### config.mk
export PLATFORM = sky130hd
export DESIGN_NAME = pulse_seq_gen
export DESIGN_NICKNAME = d
export VERILOG_FILES = /design/src/rtl/pulse_seq_pkg.sv /design/src/rtl/pulse_seq_gen_phase_timer.sv /design/src/rtl/pulse_seq_gen.sv
export SDC_FILE = /design/constraint.sdc
export NUM_CORES = 1
export LEC_CHECK = 0
export CORE_ASPECT_RATIO = 0.75
export CORE_MARGIN = 4
export CORE_UTILIZATION = 50
export DETAILED_ROUTE_END_ITERATION = 6
export GPL_ROUTABILITY_DRIVEN = 1
export PLACE_DENSITY = 0.73
export RECOVER_POWER = 100
export SYNTH_ARGS = -nofsm -noshare
export SYNTH_HDL_FRONTEND = slang
export SYNTH_SLANG_ARGS = --single-unit
### constraint.sdc
create_clock -name clk -period 2.25 [get_ports clk]
set_input_delay 0.45 -clock clk [delete_from_list [all_inputs] [get_ports clk]]
set_output_delay 0.45 -clock clk [all_outputs]
set_load 0.01 [all_outputs]
### src/rtl/pulse_seq_pkg.sv
// Shared types and helpers for the bipolar pulse-train generator.
package pulse_seq_pkg;

  localparam int CNT_W_DEF    = 8;
  localparam int NPULSE_W_DEF = 6;

  typedef enum logic [2:0] {
    IDLE  = 3'd0,
    POS   = 3'd1,
    DEAD1 = 3'd2,
    NEG   = 3'd3,
    DEAD2 = 3'd4,
    DAMP  = 3'd5
  } pseq_state_t;

  // A zero length would mean a phase that never ends; treat it as one cycle.
  function automatic logic [31:0] clamp1(input logic [31:0] len);
    return (len == 32'd0) ? 32'd1 : len;
  endfunction

endpackage

### src/rtl/pulse_seq_gen_phase_timer.sv
// Loadable down-counter timing the current phase; shared by every phase
// because only one phase is ever active.
module phase_timer #(
  parameter int CNT_W = 8
) (
  input  logic             clk,
  input  logic             rst,
  input  logic             load,
  input  logic [CNT_W-1:0] load_val,
  output logic [CNT_W-1:0] value,
  output logic             expired
);

  // Load (len-1) on phase entry, then count down and park at zero.
  always_ff @(posedge clk or posedge rst) begin
    if (rst)               value <= '0;
    else if (load)         value <= load_val;
    else if (value != '0)  value <= value - 1'b1;
  end

  assign expired = (value == '0);

endmodule

### src/rtl/pulse_seq_gen.sv
// Registered bipolar pulse-train generator (positive / negative / damp).
// All pin drives come straight from flops fed by the next-state decode, so
// no pin can glitch and positive/negative drive are mutually exclusive.
module pulse_seq_gen
  import pulse_seq_pkg::*;
#(
  parameter int CNT_W    = CNT_W_DEF,
  parameter int NPULSE_W = NPULSE_W_DEF
) (
  input  logic                clk,
  input  logic                rst,
  input  logic                start,
  input  logic                abort,
  input  logic [CNT_W-1:0]    cfg_on_len,
  input  logic [CNT_W-1:0]    cfg_dead_len,
  input  logic [NPULSE_W-1:0] cfg_npulses,
  input  logic [CNT_W-1:0]    cfg_damp_len,
  output logic                out_p,
  output logic                out_n,
  output logic                out_damp,
  output logic                busy,
  output logic                done
);

  pseq_state_t         state, nxt;
  logic [CNT_W-1:0]    on_m1, dead_m1, damp_m1;
  logic [NPULSE_W-1:0] pcnt;
  logic                abort_q, abort_eff;
  logic                tim_ld, tim_exp;
  logic [CNT_W-1:0]    tim_ld_val, tim_val;
  logic [CNT_W-1:0]    on_m1_in, dead_m1_in, damp_m1_in;
  logic [NPULSE_W-1:0] np_m1_in;

  // Clamped (len-1) values of the live config, used only at start.
  assign on_m1_in   = CNT_W'(clamp1(32'(cfg_on_len))   - 32'd1);
  assign dead_m1_in = CNT_W'(clamp1(32'(cfg_dead_len)) - 32'd1);
  assign damp_m1_in = CNT_W'(clamp1(32'(cfg_damp_len)) - 32'd1);
  assign np_m1_in   = NPULSE_W'(clamp1(32'(cfg_npulses)) - 32'd1);

  // Abort is a level but must be remembered until the dead phase drains.
  assign abort_eff = abort | abort_q;

  phase_timer #(.CNT_W(CNT_W)) u_timer (
    .clk      (clk),
    .rst      (rst),
    .load     (tim_ld),
    .load_val (tim_ld_val),
    .value    (tim_val),
    .expired  (tim_exp)
  );

  // Next-state decode and timer load for the phase being entered.
  always_comb begin
    nxt        = state;
    tim_ld     = 1'b0;
    tim_ld_val = '0;
    case (state)
      IDLE: begin
        if (start) begin
          nxt = POS; tim_ld = 1'b1; tim_ld_val = on_m1_in;
        end else if (tim_val != '0) begin
          // Keep the shared counter parked at zero while idle.
          tim_ld = 1'b1;
        end
      end
      POS: begin
        // Abort from drive goes through the full dead time before damping.
        if (abort_eff) begin
          nxt = DEAD2; tim_ld = 1'b1; tim_ld_val = dead_m1;
        end else if (tim_exp) begin
          nxt = DEAD1; tim_ld = 1'b1; tim_ld_val = dead_m1;
        end
      end
      DEAD1: begin
        if (tim_exp) begin
          if (abort_eff) begin
            nxt = DAMP; tim_ld = 1'b1; tim_ld_val = damp_m1;
          end else begin
            nxt = NEG;  tim_ld = 1'b1; tim_ld_val = on_m1;
          end
        end
      end
      NEG: begin
        if (abort_eff || tim_exp) begin
          nxt = DEAD2; tim_ld = 1'b1; tim_ld_val = dead_m1;
        end
      end
      DEAD2: begin
        if (tim_exp) begin
          if (abort_eff || pcnt == '0) begin
            nxt = DAMP; tim_ld = 1'b1; tim_ld_val = damp_m1;
          end else begin
            nxt = POS;  tim_ld = 1'b1; tim_ld_val = on_m1;
          end
        end
      end
      DAMP: begin
        if (tim_exp) nxt = IDLE;
      end
      default: nxt = IDLE;
    endcase
  end

  // State, latched config, pulse count and registered pin drives.
  always_ff @(posedge clk or posedge rst) begin
    if (rst) begin
      state    <= IDLE;
      on_m1    <= '0;
      dead_m1  <= '0;
      damp_m1  <= '0;
      pcnt     <= '0;
      abort_q  <= 1'b0;
      out_p    <= 1'b0;
      out_n    <= 1'b0;
      out_damp <= 1'b0;
      busy     <= 1'b0;
      done     <= 1'b0;
    end else begin
      state    <= nxt;
      out_p    <= (nxt == POS);
      out_n    <= (nxt == NEG);
      out_damp <= (nxt == DAMP);
      busy     <= (nxt != IDLE);
      done     <= (state != IDLE) && (nxt == IDLE);
      if (state == IDLE && start) begin
        on_m1   <= on_m1_in;
        dead_m1 <= dead_m1_in;
        damp_m1 <= damp_m1_in;
        pcnt    <= np_m1_in;
      end else if (state == DEAD2 && nxt == POS) begin
        pcnt <= pcnt - 1'b1;
      end
      // Abort seen on the start cycle itself is not captured.
      if (nxt == IDLE)                 abort_q <= 1'b0;
      else if (state != IDLE && abort) abort_q <= 1'b1;
    end
  end

endmodule

==> results.sh <==
export IMPL_status="completed"
export IMPL_avgRoutedWirePerCell_um=15.4
export IMPL_die_x_um=95.9
export IMPL_startpoint_type="input port"
export IMPL_maxCapViolCount=0
export IMPL_synth_ff_type="dfrtp_1"
export IMPL_required_ns=2.43
export IMPL_first_iter_violations=171
export IMPL_syn_nets=379
export IMPL_nNetsFinal=460
export IMPL_dieArea_sq_um=7080
export IMPL_wl_um=7640
export IMPL_dpl_cell_area_sq_um=3680
export IMPL_die_h_um=73.9
export IMPL_design_area_sq_um=3860
export IMPL_htreeDepth=2
export IMPL_hold_violations=0
export IMPL_finalCritPeriodShare_pct=97.7
export IMPL_hp_class="register to register"
export IMPL_relSlewSlack_pct=50.4
export IMPL_vdd_ir_drop_max_mv=0.476
export IMPL_cts_tree="built"
export IMPL_p_per_area_nw_per_um2=1030
export IMPL_arrival_ns=2.38
export IMPL_netlist_area_sq_um=2890
export IMPL_skew_ns=0.0103
export IMPL_viasPerCell=5.67
export IMPL_drc_errors=0
export IMPL_grt_pass1_vias=2481
export IMPL_grt_max_degree=32
export IMPL_setup_viol=0
export IMPL_reg2regPathDepth=5
export IMPL_area_growth_pct=33.2
export IMPL_synth_distinct_cells=52
export IMPL_cts_sinks=47
export IMPL_clock_path_buffers=2
export IMPL_portBuffers=38
export IMPL_rows=23
export IMPL_cp_max_fo=3
export IMPL_clk_pin_slew_ns=0.09
export IMPL_ys_ff_latch=47
export IMPL_postRouteAntennaNets=0
export IMPL_synth_edff_count=0
export IMPL_cp_num_buf_inv=1
export IMPL_synth_cells=339
export IMPL_syn_avg_cell_area_sq_um=8.54
export IMPL_dp_slack_ns=-0.331
export IMPL_place_congestion=0.902
export IMPL_fill_cells=451
export IMPL_clock_latency_ns=0.30
export IMPL_hpwl_um=5930
export IMPL_worstPathCellList="clkdlybuf4s50_1 > or4_4 > nor2_4 > a21oi_1 > ha_2 > nand2_1 > xor2_1 > o22a_1 > o211ai_1"
export IMPL_layout_drive_gt1_share_pct=17.3
export IMPL_hold_path_depth=2
export IMPL_grt_pass1_wl_um=12100
export IMPL_ys_warnings_count=0
export IMPL_timing_fmax_mhz=455
export IMPL_ys_seq_area_share_pct=40.6
export IMPL_postLayoutSetupSlackWorst_ns=0.0509
export IMPL_path_delay_family="simple AND/OR/NAND/NOR gates"
export IMPL_grt_use_total_pct=22.2
export IMPL_cp_depth=9
export IMPL_worst_pin_slew_ns=0.745
export IMPL_endpoint_kind="register"
export IMPL_root_buffer="clkbuf_8"
export IMPL_postSynth_asyncResetShare_pct=100
export IMPL_grt_remaining_overflow=0
export IMPL_core_sq_um=5470
export IMPL_io_pins=39
export IMPL_start_util_pct=52.9
export IMPL_antenna_cells=0
export IMPL_antenna_found_initial=0
export IMPL_crit_slowest_cell="or4_4"
export IMPL_finalMaxSlewViolations=0
export IMPL_period_minus_slack_ns=2.20
export IMPL_worstSetupPathType="input port to register"
export IMPL_utilization_pct=70.5
export IMPL_crit_path_max_incr_delay_ns=0.57
export IMPL_p_leak_nw=1.66
export IMPL_cts_inserted_buffers=5
export IMPL_dr_total_vias=2811
export IMPL_drtPass1Iterations=5
==> placed cells by master, fill, tap and decap left out, types with 3 or more instances in the layout <==
| cell | n |
|---|---|
| a31oi_1 | 4 |
| xnor2_1 | 10 |
| nor2_1 | 27 |
| o22a_1 | 4 |
| inv_1 | 10 |
| o21ai_1 | 7 |
| a21o_1 | 5 |
| dlygate4sd3_1 | 6 |
| and2_1 | 5 |
| nand2_1 | 51 |
| xor2_1 | 13 |
| clkbuf_8 | 5 |
| nor3_1 | 10 |
| nor4_1 | 7 |
| nand2b_1 | 7 |
| a21oi_1 | 26 |
| ha_1 | 5 |
| nor3_2 | 3 |
| o21ai_0 | 17 |
| dfrtp_1 | 47 |
| nand3_1 | 13 |
| o311a_1 | 3 |
| buf_4 | 50 |
| clkdlybuf4s50_1 | 31 |
| o211ai_1 | 6 |
| a32oi_1 | 5 |
==> report_power, final <==
part / switching [mW] / internal [mW]
logic: 0.883 / 0.814
clock network: 0.289 / 0.444
registers: 0.327 / 1.21
==> layout make-up <==
| type | instances | area (sq um) | share of cell area [%] |
|---|---|---|---|
| timing repair buffer | 89 | 763 | 19.8 |
| multi-input combinational | 265 | 1650 | 42.7 |
| inverter | 12 | 45.0 | 1.17 |
| tap | 75 | 93.8 | 2.43 |
| clock inverter | 2 | 60.1 | 1.56 |
| clock buffer | 6 | 72.6 | 1.88 |
| sequential | 47 | 1180 | 30.5 |
==> cells in the mapped netlist (3+ instances only) <==
master    count  area, sq um
a32oi_1       5         43.8
nor4_1        7         43.8
o211ai_1      6         45.0
ha_1          6         75.1
nand3_1      13         65.1
a21oi_1      26          130
a31oi_1       4         25.0
nor3_1       11         55.1
xnor2_1      10         87.6
inv_1        11         41.3
clkbuf_1     13         48.8
nand2_1      51          191
or4_1         3         22.5
o21ai_1       6         30.0
nor2_1       28          105
dfrtp_1      47         1180
nand2b_1      7         43.8
and2_1        5         31.3
o21ai_0      18         90.1
xor2_1       13          114
o311a_1       3         30.0
a21o_1        5         37.5
o22a_1        4         35.0
==> metal layers <==
layer	track usage, %	part of all wire, %
met5	0	0
met4	4.57	0.99
met3	5.32	6.9
met1	33.4	47
met2	32.5	45
==> registers in the layout, summed over array words and instances (netlist names) <==
register,cells
busy,1
dead_m1,8
out_damp,1
state,3
done,1
on_m1,8
out_n,1
u_timer.value,8
out_p,1
abort_q,1
damp_m1,8
pcnt,6
==> through the flow <==
step | std cells | hold WS (ns) | power [mW] | TNS, ns
floorplan | 339 | 0.438 | 2.60 | 0
global placement | 485 | 0.462 | 3.15 | -1.33
detailed placement | 485 | 0.470 | 3.22 | -1.67
CTS | 496 | 0.465 | 3.96 | 0
global route | 496 | 0.505 | 4.23 | -0.0104
finish | 496 | 0.494 | 3.97 | 0
==> cell families after synthesis <==
family                   Yosys count  share of synthesized area [%]
multiplexers                       3                           1.08
adder cells (fa/ha/maj)            7                           2.94
XOR/XNOR                          23                           6.96
buffers and inverters             27                           3.59
AND/OR/NAND/NOR                  141                           24.0
AO/OA/AOI/OAI                     91                           20.8
flip-flops                        47                           40.6
==> timing repair <==
action,CTS,global route
hold endpoints to repair,0,0
hold buffers,0,0
pin swaps,1,3
setup buffers,3,0
resized for setup,1,7
setup endpoints to repair,1,5
==> worst min-delay path: cells and delay by family, from the launching register on <==
| family | cells | cell delay [ns] |
|---|---|---|
| and+or+nand+nor | 1 | 0.05 |
| DFF | 1 | 0.35 |
| AOI/OAI and AO/OA | 1 | 0.06 |
==> path summary, 6_finish.rpt <==
kind,startpoint,end,slack [ns]
setup reg to reg,pcnt[2]$_DFFE_PP0P_,u_timer.value[2]$_DFFE_PP0P_,0.08
max in group asynchronous,rst,damp_m1[1]$_DFFE_PP0P_,0.60
setup / recovery,cfg_on_len[6],u_timer.value[4]$_DFFE_PP0P_,0.05
min in group asynchronous,rst,busy$_DFF_PP0_,0.57
hold / removal,dead_m1[5]$_DFFE_PP0P_,dead_m1[5]$_DFFE_PP0P_,0.49
hold reg to reg,dead_m1[5]$_DFFE_PP0P_,dead_m1[5]$_DFFE_PP0P_,0.49
No activity file was read; power rests on OpenSTA's default activity.
